$ cat config.mk
export PLATFORM = sky130hd
export DESIGN_NAME = piso_serializer_flat
export DESIGN_NICKNAME = d
export VERILOG_FILES = /design/src/rtl/piso_serializer_if.sv /design/src/rtl/piso_serializer.sv /design/src/flat_wrapper.sv
export SDC_FILE = /design/constraint.sdc
export NUM_CORES = 1
export LEC_CHECK = 0
export CORE_AREA = 2 2 39 41
export DETAILED_ROUTE_END_ITERATION = 8
export DIE_AREA = 0 0 41 43
export DONT_BUFFER_PORTS = 1
export RECOVER_POWER = 25
export SKIP_LAST_GASP = 1
export SYNTH_ARGS = -nofsm -noshare
export SYNTH_HDL_FRONTEND = slang
export SYNTH_SLANG_ARGS = --single-unit
$ cat constraint.sdc
create_clock -name clk -period 1.5 [get_ports clk]
set_input_delay 0.225 -clock clk [delete_from_list [all_inputs] [get_ports clk]]
set_output_delay 0.225 -clock clk [all_outputs]
set_load 0.02 [all_outputs]
$ cat src/rtl/piso_serializer_if.sv
// Load and serial-side handshake bundle for the PISO serializer.
interface piso_serializer_if #(
  parameter int unsigned WIDTH = 4
);
  logic             load_valid;
  logic             load_ready;
  logic [WIDTH-1:0] parallel_in;
  logic             serial_ready;
  logic             serial_valid;
  logic             serial_out;
  logic             frame_start;
  logic             frame_last;
  logic             busy;

  modport master (
    output load_valid, parallel_in, serial_ready,
    input  load_ready, serial_valid, serial_out, frame_start, frame_last, busy
  );

  modport slave (
    input  load_valid, parallel_in, serial_ready,
    output load_ready, serial_valid, serial_out, frame_start, frame_last, busy
  );
endinterface

$ cat src/rtl/piso_serializer.sv
// Parallel-in serial-out transmitter with valid/ready on both sides and
// first/last-bit frame markers; supports zero-gap back-to-back words.
module piso_serializer #(
  parameter int unsigned WIDTH     = 4,
  parameter bit          LSB_FIRST = 1'b1
) (
  input logic             clk,
  input logic             reset,
  piso_serializer_if.slave bus
);
  localparam int unsigned CNT_W   = $clog2(WIDTH);
  localparam int unsigned OUT_IDX = LSB_FIRST ? 0 : WIDTH - 1;
  localparam logic [CNT_W-1:0] LAST_CNT = CNT_W'(WIDTH - 1);

  localparam logic [0:0] IDLE  = 1'b0;
  localparam logic [0:0] SHIFT = 1'b1;

  logic [0:0]       state_q, state_d;
  logic [WIDTH-1:0] shreg_q, shreg_d;
  logic [CNT_W-1:0] bit_cnt_q, bit_cnt_d;

  logic in_shift;
  logic on_last;
  logic xfer;
  logic load_ready;
  logic load_acc;

  assign in_shift   = (state_q == SHIFT);
  assign on_last    = (bit_cnt_q == LAST_CNT);
  assign xfer       = in_shift && bus.serial_ready;
  // serial_ready feeds load_ready combinationally so a new word can follow the last bit
  assign load_ready = !reset && (!in_shift || (on_last && bus.serial_ready));
  assign load_acc   = bus.load_valid && load_ready;

  assign bus.load_ready   = load_ready;
  assign bus.serial_valid = in_shift;
  assign bus.busy         = in_shift;
  assign bus.serial_out   = in_shift && shreg_q[OUT_IDX];
  assign bus.frame_start  = in_shift && (bit_cnt_q == '0);
  assign bus.frame_last   = in_shift && on_last;

  // Next-state and datapath update
  always_comb begin
    state_d   = state_q;
    shreg_d   = shreg_q;
    bit_cnt_d = bit_cnt_q;
    case (state_q)
      IDLE: begin
        if (load_acc) begin
          state_d   = SHIFT;
          shreg_d   = bus.parallel_in;
          bit_cnt_d = '0;
        end
      end
      SHIFT: begin
        if (xfer) begin
          if (on_last) begin
            if (load_acc) begin
              shreg_d   = bus.parallel_in;
              bit_cnt_d = '0;
            end else begin
              state_d = IDLE;
            end
          end else begin
            shreg_d   = LSB_FIRST ? (shreg_q >> 1) : (shreg_q << 1);
            bit_cnt_d = CNT_W'(bit_cnt_q + 1'b1);
          end
        end
      end
      default: state_d = IDLE;
    endcase
  end

  always_ff @(posedge clk) begin
    if (reset) begin
      state_q   <= IDLE;
      shreg_q   <= '0;
      bit_cnt_q <= '0;
    end else begin
      state_q   <= state_d;
      shreg_q   <= shreg_d;
      bit_cnt_q <= bit_cnt_d;
    end
  end
endmodule

$ cat src/flat_wrapper.sv
// flat-port wrapper written by rule: the top's interface ports become plain ports
module piso_serializer_flat 
#(
  parameter int unsigned WIDTH     = 4,
  parameter bit          LSB_FIRST = 1'b1
)
  (clk, reset, bus_load_valid, bus_parallel_in, bus_serial_ready, bus_load_ready, bus_serial_valid, bus_serial_out, bus_frame_start, bus_frame_last, bus_busy);
  piso_serializer_if #(.WIDTH(WIDTH)) bus_i ();
  input logic clk;
  input logic reset;
  input wire logic [$bits(bus_i.load_valid)-1:0] bus_load_valid;
  input wire logic [$bits(bus_i.parallel_in)-1:0] bus_parallel_in;
  input wire logic [$bits(bus_i.serial_ready)-1:0] bus_serial_ready;
  output wire logic [$bits(bus_i.load_ready)-1:0] bus_load_ready;
  output wire logic [$bits(bus_i.serial_valid)-1:0] bus_serial_valid;
  output wire logic [$bits(bus_i.serial_out)-1:0] bus_serial_out;
  output wire logic [$bits(bus_i.frame_start)-1:0] bus_frame_start;
  output wire logic [$bits(bus_i.frame_last)-1:0] bus_frame_last;
  output wire logic [$bits(bus_i.busy)-1:0] bus_busy;
  assign bus_i.load_valid = bus_load_valid;
  assign bus_i.parallel_in = bus_parallel_in;
  assign bus_i.serial_ready = bus_serial_ready;
  assign bus_load_ready = bus_i.load_ready;
  assign bus_serial_valid = bus_i.serial_valid;
  assign bus_serial_out = bus_i.serial_out;
  assign bus_frame_start = bus_i.frame_start;
  assign bus_frame_last = bus_i.frame_last;
  assign bus_busy = bus_i.busy;
  piso_serializer #(.WIDTH(WIDTH), .LSB_FIRST(LSB_FIRST)) u_core (.clk(clk), .reset(reset), .bus(bus_i));
endmodule
* Word-level counts from Yosys, hierarchy flattened
Index checks and enable logic that the tools add are counted.
** Storage, ports and cells
- Register bits :: 7
- Word-level logic and storage cells :: 30
- Output and inout bits :: 6
** Operators by class
- $add $sub $neg :: 1
- Equality and inequality tests :: 2
- Bitwise operators :: 1
- Mux-type cells :: 12
- Reductions and logical operators :: 11
** Operators with widths (count)
- $mux W4 :: 3
- $pmux W4 S2 :: 1
- $logic_and A1 B1 Y1 :: 7
- $mux W2 :: 3
- $pmux W2 S2 :: 1
- $mux W1 :: 3
- $add A2 B1 Y2 const B :: 1
- $eq A2 B2 Y1 const B :: 1
- $logic_not A1 Y1 :: 2
- $logic_not A2 Y1 :: 1
- $ne A2 B2 Y1 const B :: 1
- $pmux W1 S2 :: 1
- $logic_or A1 B1 Y1 :: 1
- $not A1 Y1 :: 1

* Depth between registers and ports, before layout
Gate-level depths: netlist of the first run.
- Word-level depth :: 9
- Mapped depth :: 5
- Mapped depth without buffers :: 4

* Least setup slack after synthesis of the first run
Ideal clock, no wire load.
- Path kind :: register to register
- Start :: register u_core.bit_cnt_q[0]
- End :: register u_core.shreg_q[3]
- Library setup time :: 101 ps
- Arrival time :: 1164 ps
- Stages on the path, launching flop included :: 5
- Path buffers :: 0
- Period minus slack after synthesis :: 1264 ps
- Slack :: 236 ps
- Data required time :: 1399 ps
- Cell sequence :: dfxtp_1 ha_1 a21boi_4 or4b_1 o41ai_1
** On the way
- Longest elaborated chain between the ends :: 9
** Ends and longest elaborated chain
- from (decl) :: line piso_serializer.sv:20 : logic [CNT_W-1:0] bit_cnt_q, bit_cnt_d;
- from (signal assigned) :: line piso_serializer.sv:82 : bit_cnt_q <= bit_cnt_d;
- $eq A2 B2 Y1 * :: line piso_serializer.sv:29 : assign on_last = (bit_cnt_q == LAST_CNT);
- $logic_and A1 B1 Y1 :: line piso_serializer.sv:32 : assign load_ready = !reset && (!in_shift || (on_last && bus.serial_ready));
- $logic_or A1 B1 Y1 :: line piso_serializer.sv:32
- $logic_and A1 B1 Y1 :: line piso_serializer.sv:32
- $logic_and A1 B1 Y1 :: line piso_serializer.sv:33 : assign load_acc = bus.load_valid && load_ready;
- $mux W4
- $mux W4 :: line piso_serializer.sv:57 : if (on_last) begin
- $mux W4 :: line piso_serializer.sv:56 : if (xfer) begin
- $pmux W4 S2 * :: line piso_serializer.sv:47 : case (state_q)
- to (signal assigned) :: line piso_serializer.sv:81 : shreg_q <= shreg_d;
- to (decl) :: line piso_serializer.sv:19 : logic [WIDTH-1:0] shreg_q, shreg_d;
Mark *: on every way between the ends. The rest lies on a longest branch, timed or not. The select of a mux whose other input is x is not followed.
A chain may end at the register's enable or synchronous reset.

* Final worst setup path of the first run
- Start :: register u_core.bit_cnt_q[0]
- End :: output port bus_load_ready
** On the way
- Longest elaborated chain between the ends :: 4
** Ends and longest elaborated chain
- $eq A2 B2 Y1 :: line piso_serializer.sv:29
- $logic_and A1 B1 Y1 :: line piso_serializer.sv:32
- $logic_or A1 B1 Y1 :: line piso_serializer.sv:32
- $logic_and A1 B1 Y1 :: line piso_serializer.sv:32
- to (decl) :: line flat_wrapper.sv:14 : output wire logic [$bits(bus_i.load_ready)-1:0] bus_load_ready;
Every way passes these cells.

==> flow_metrics.env, run 1 <==
export IMPL_synth_most_common_cell="dfxtp_1"
export IMPL_die_y_um=43
export IMPL_avgRoutedWirePerCell_um=12.4
export IMPL_io_pins=14
export IMPL_leakagePower_nw=0.169
export IMPL_skew_ns=0.00185
export IMPL_synth_top_cell_by_area="dfxtp_1"
export IMPL_r2r_slack_ns=0.12
export IMPL_netlist_top_cells_count="dfxtp_1 (7), inv_1 (5), nor2_1 (5), a21oi_1 (4)"
export IMPL_path_cells="ha_1 > a21boi_4 > nor2_2"
export IMPL_track_usage=0.0965
export IMPL_detail_route_first_pass_iterations=2
export IMPL_antenna_found_initial=0
export IMPL_period_needed_ns=1.43
export IMPL_post_route_util=0.307
export IMPL_drcViolationCount=0
export IMPL_dieArea_sq_um=1760
export IMPL_synth_warning_count=0
export IMPL_max_stage_delay_ns=0.37
export IMPL_rsz0062_at_grt="no"
export IMPL_startpoint_type="flop"
export IMPL_grt_pass1_wl_mm=1.15
export IMPL_power_density_nw_per_um2=1050
export IMPL_reg2reg_depth=4
export IMPL_crit_required_ns=1.27
export IMPL_diodes=0
export IMPL_cts_buffer_depth=2
export IMPL_clock_sinks=7
export IMPL_top_usage_layer="met2"
export IMPL_row_count=14
export IMPL_timing_rr_start="u_core.bit_cnt_q[0]"
export IMPL_ant_nets=0
export IMPL_htree_levels=1
export IMPL_synth_edf_count=0
export IMPL_crit_start="u_core.bit_cnt_q[0]"
export IMPL_initial_utilization=0.283
export IMPL_timing_fmax_mhz=699
export IMPL_finalSetupViolCount=0
export IMPL_cp_num_cells=3
export IMPL_total_power_mw=0.444
export IMPL_async_reset_ff_frac=0
export IMPL_first_global_vias=280
export IMPL_grt_use_met1=0.126
export IMPL_root_buffer="clkbuf_4"
export IMPL_drt_wl_total_um=759
export IMPL_ys_flop_type="dfxtp_1"
export IMPL_drv_slew=0
export IMPL_grt_use_met3=0.0628
export IMPL_r2r_end="u_core.shreg_q[3]"
export IMPL_cts_buffers=3
export IMPL_crit_end="bus_load_ready"
export IMPL_drive_gt1_frac=0.156
export IMPL_nNetsFinal=56
export IMPL_post_route_period_util=0.954
export IMPL_synth_top_area_frac=0.358
export IMPL_fin_tns_setup_ns=0
export IMPL_critPathCaptureType="output port"
export IMPL_ys_seq_area_frac=0.358
export IMPL_synth_avg_cell_area_sq_um=9.11
export IMPL_io_buffer_count=0
export IMPL_dp_hpwl_um=549
export IMPL_crit_slowest_cell="dfxtp_1"
export IMPL_synth_cells=43
export IMPL_cap_violations=0
export IMPL_syn_num_nets=53
export IMPL_crit_path_max_fanout=5
export IMPL_dieWidth_um=41
export IMPL_use_met2=0.128
export IMPL_critPathTopFamily="flip-flops"
export IMPL_synth_seq_cells=7
export IMPL_status="completed"
export IMPL_irDropWorstVdd_v=0.000498
export IMPL_worstMarginPinSlew_ns=0.314
export IMPL_slew_headroom=0.791
export IMPL_ys_top_cells_by_area="dfxtp_1 (36%), o221a_1 (8.6%), ha_1 (6.4%)"
export IMPL_setup_slack_ns=0.0694
export IMPL_overflow=0
export IMPL_clk_pin_slew_ns=0.05
export IMPL_critical_path_buf_inv_count=0
export IMPL_post_cts_buffers=0
export IMPL_hold_viol=0
export IMPL_insertion_delay_ns=0.25
export IMPL_cp_arrival_ns=1.21
export IMPL_yosysUniqueCellTypes=19
export IMPL_area_delta_synth_final_pct=8.31
export IMPL_drt_iter0_drc=1
export IMPL_viasPerCell=4.89
export IMPL_grt_max_degree=11
export IMPL_hold_path_class="input pin to flop"
export IMPL_coreArea_sq_um=1380
export IMPL_netlist_area_sq_um=392
export IMPL_path_class="flop to output port"
export IMPL_via_count=298
export IMPL_place_gp_congestion=0.677
export IMPL_preCtsSetupSlack_ns=0.148
export IMPL_cts_tree="built"
## final cells by class
type                            count  area, sq um
Multi-Input combinational cell     27          208
Inverter                            6         22.5
Sequential cell                     7          140
Timing Repair Buffer                1         7.51
Tap cell                           16         20.0
Fill cell                         152          960
Clock buffer                        4         26.3
## layout by cell type, fill, tap and decap left out, drive strengths merged
master	Yosys	routed
dfxtp	7	7
inv	6	6
nor2	5	5
a21oi	4	4
clkbuf	0	4
and2	3	3
o221a	3	3
o41ai	2	2
nand2b	2	2
ha	2	2
a21boi	1	1
and3b	1	1
or4b	1	1
nand3b	1	1
nor2b	1	1
a211oi	1	1
buf	3	1
## kinds of logic after synthesis
group,after synthesis,share of synthesized area
buf+inv,9,0.118
fa+ha+maj,2,0.0639
simple gates,14,0.211
flops,7,0.358
compound gates,11,0.249
## how the worst min path moves through the flow
stage / cells after the start / slack (ns) / end / startpoint
final: 1 / 0.04 / u_core.bus.busy / reset
after CTS: 1 / 0.03 / u_core.bus.busy / reset
after floorplan: 2 / 0.35 / u_core.bus.busy / bus_load_valid
after global routing: 1 / 0.03 / u_core.bus.busy / reset
after global placement: 1 / 0.30 / u_core.bus.busy / reset
after detailed placement: 1 / 0.30 / u_core.bus.busy / reset
## metrics by stage
| stage | instances | hold slack, ns | instance area, sq um |
|---|---|---|---|
| finish | 61 | 0.0397 | 424 |
| global route | 61 | 0.0278 | 424 |
| CTS | 61 | 0.0305 | 424 |
| detailed placement | 57 | 0.300 | 395 |
| global placement | 57 | 0.300 | 395 |
| floorplan | 43 | 0.346 | 392 |
## timing repair
| action | CTS | global route |
|---|---|---|
| resized for setup | 1 | 0 |
| setup endpoints to repair | 1 | 0 |
| hold buffers | 0 | 0 |
## state kept, by name, summed over array words and instances (netlist names)
register and flops:
u_core.shreg_q 4, u_core.bus.busy 1, u_core.bit_cnt_q 2
## worst reg2reg max path: cells and delay by family (launching register included)
family                   cells  cell delay [ns]
flip-flops                   1             0.37
adder cells (fa/ha/maj)      1             0.27
AO/OA/AOI/OAI                2             0.17
AND/OR/NAND/NOR              1             0.47
## routing by layer
metal / routed length [um] / up-vias
li1: - / 153
met1: 349 / 129
met2: 328 / 12
met3: 68 / 4
met4: 12 / 0
met5: 0 / -
## power breakdown
part	internal [mW]	total, mW	leakage, nW	switching, mW
sequential	0.200	0.209	0.0579	0.00912
clock	0.102	0.171	0.0150	0.0697
combinational	0.0268	0.0640	0.0964	0.0372
total	0.328	0.444	0.169	0.116
Note: power is estimated with default switching activity, not from simulation.
==> inputs of run 2 (changes only) <==
--- a/config.mk
+++ b/config.mk
@@ -9,7 +9,9 @@
 export DETAILED_ROUTE_END_ITERATION = 8
 export DIE_AREA = 0 0 41 43
 export DONT_BUFFER_PORTS = 1
+export PLACE_DENSITY = 0.47
 export RECOVER_POWER = 25
+export SETUP_SLACK_MARGIN = 0.2
 export SKIP_LAST_GASP = 1
 export SYNTH_ARGS = -nofsm -noshare
 export SYNTH_HDL_FRONTEND = slang
==> run 2 against run 1 <==
Net effect:
- first-iteration DRC count rose to 3.0 times the previous value
- sequential power about the same
- sequential share of layout area down 1.5 points
- critical endpoint is now bus_serial_out
- largest power group unchanged
==> flow_metrics.env, run 2 (synthesis gave the netlist of run 1 again) <==
export IMPL_period_needed_ns=1.31
export IMPL_drv_slew=0
export IMPL_nNetsFinal=56
export IMPL_cts_tree="built"
export IMPL_avgRoutedWirePerCell_um=13.1
export IMPL_cp_arrival_ns=1.08
export IMPL_worstMarginPinSlew_ns=0.239
export IMPL_power_density_nw_per_um2=995
export IMPL_row_count=14
export IMPL_coreArea_sq_um=1380
export IMPL_drt_wl_total_um=800
export IMPL_skew_ns=0.00762
export IMPL_post_route_period_util=0.871
export IMPL_leakagePower_nw=0.174
export IMPL_fin_tns_setup_ns=0
export IMPL_total_power_mw=0.458
export IMPL_clk_pin_slew_ns=0.06
export IMPL_largest_reg_flops=4
export IMPL_dp_hpwl_um=600
export IMPL_dieArea_sq_um=1760
export IMPL_status="completed"
export IMPL_ant_nets=0
export IMPL_cts_buffers=3
export IMPL_io_buffer_count=0
export IMPL_path_class="flop to output port"
export IMPL_critPathCaptureType="output port"
export IMPL_cap_violations=0
export IMPL_root_buffer="clkbuf_4"
export IMPL_hold_path_class="input pin to flop"
export IMPL_crit_slowest_cell="dfxtp_1"
export IMPL_area_delta_synth_final_pct=17.6
export IMPL_io_pins=14
export IMPL_timing_fmax_mhz=765
export IMPL_dieWidth_um=41
export IMPL_drcViolationCount=0
export IMPL_critPathTopFamily="flip-flops"
export IMPL_place_gp_congestion=0.733
export IMPL_die_y_um=43
export IMPL_regMostFlops="u_core.shreg_q"
export IMPL_crit_required_ns=1.27
export IMPL_overflow=0
export IMPL_path_cells="buf_6 > and2_2"
export IMPL_detail_route_first_pass_iterations=4
export IMPL_insertion_delay_ns=0.26
export IMPL_slew_headroom=0.839
export IMPL_critical_path_buf_inv_count=1
export IMPL_viasPerCell=4.89
export IMPL_antenna_found_initial=0
export IMPL_track_usage=0.120
export IMPL_grt_pass1_wl_mm=1.33
export IMPL_drive_gt1_frac=0.333
export IMPL_clock_sinks=7
export IMPL_drt_iter0_drc=3
export IMPL_irDropWorstVdd_v=0.000385
export IMPL_startpoint_type="flop"
export IMPL_final_cell_mix="inv_1 (5), dfxtp_1 (5), nor2_1 (4)"
export IMPL_max_stage_delay_ns=0.43
export IMPL_finalSetupViolCount=0
export IMPL_first_global_vias=275
export IMPL_grt_max_degree=11
export IMPL_htree_levels=1
export IMPL_initial_utilization=0.283
export IMPL_diodes=0
export IMPL_ctsHoldBuffers=0
export IMPL_crit_path_max_fanout=7
export IMPL_hold_viol=0
export IMPL_rsz0062_at_grt="yes"
export IMPL_cts_buffer_depth=2
export IMPL_via_count=298
run 2: path summary, 6_finish.rpt:
kind	startpoint	to	slack, ns	cells after the start
max reg2reg	u_core.bit_cnt_q[0]	u_core.shreg_q[3]	0.28	4
max	u_core.bus.busy	bus_serial_out	0.19	2
min	reset	u_core.bus.busy	0.04	1
min reg2reg	u_core.shreg_q[3]	u_core.shreg_q[3]	0.47	2
run 2: power by group:
part / switching [mW] / internal [mW] / leakage [nW]
registers: 0.0105 / 0.200 / 0.0591
clock network: 0.0737 / 0.102 / 0.0150
logic: 0.0401 / 0.0324 / 0.0996
run 2: area by class of cell:
type	count	area, sq um
Sequential cell	7	145
Timing Repair Buffer	1	11.3
Fill cell	150	923
Multi-Input combinational cell	27	235
Clock buffer	4	26.3
Tap cell	16	20.0
Inverter	6	22.5
run 2: through the flow:
stage / util / hold WS, ns / setup slack (ns) / std cells / instance area, sq um
5_1_grt: 0.333 / 0.0221 / 0.108 / 61 / 460
3_3_place_gp: 0.286 / 0.302 / 0.147 / 57 / 395
4_1_cts: 0.331 / 0.0323 / 0.200 / 61 / 458
2_1_floorplan: - / 0.346 / 0.236 / 43 / 392
3_5_place_dp: 0.286 / 0.303 / 0.123 / 57 / 395
6_report: 0.333 / 0.0402 / 0.193 / 61 / 460
run 2: metal layers:
metal	wire, um	global-route usage
met1	329	0.145
met2	388	0.153
met5	0	0
met4	15	0.0600
met3	67	0.0890
run 2: repair_timing:
action | in CTS | in global routing
resized for setup | 12 | 3
pin swaps | 2 | 0
endpoints found under the hold margin | 0 | 0
setup endpoints to repair | 9 | 6
buffers inserted | 0 | 0
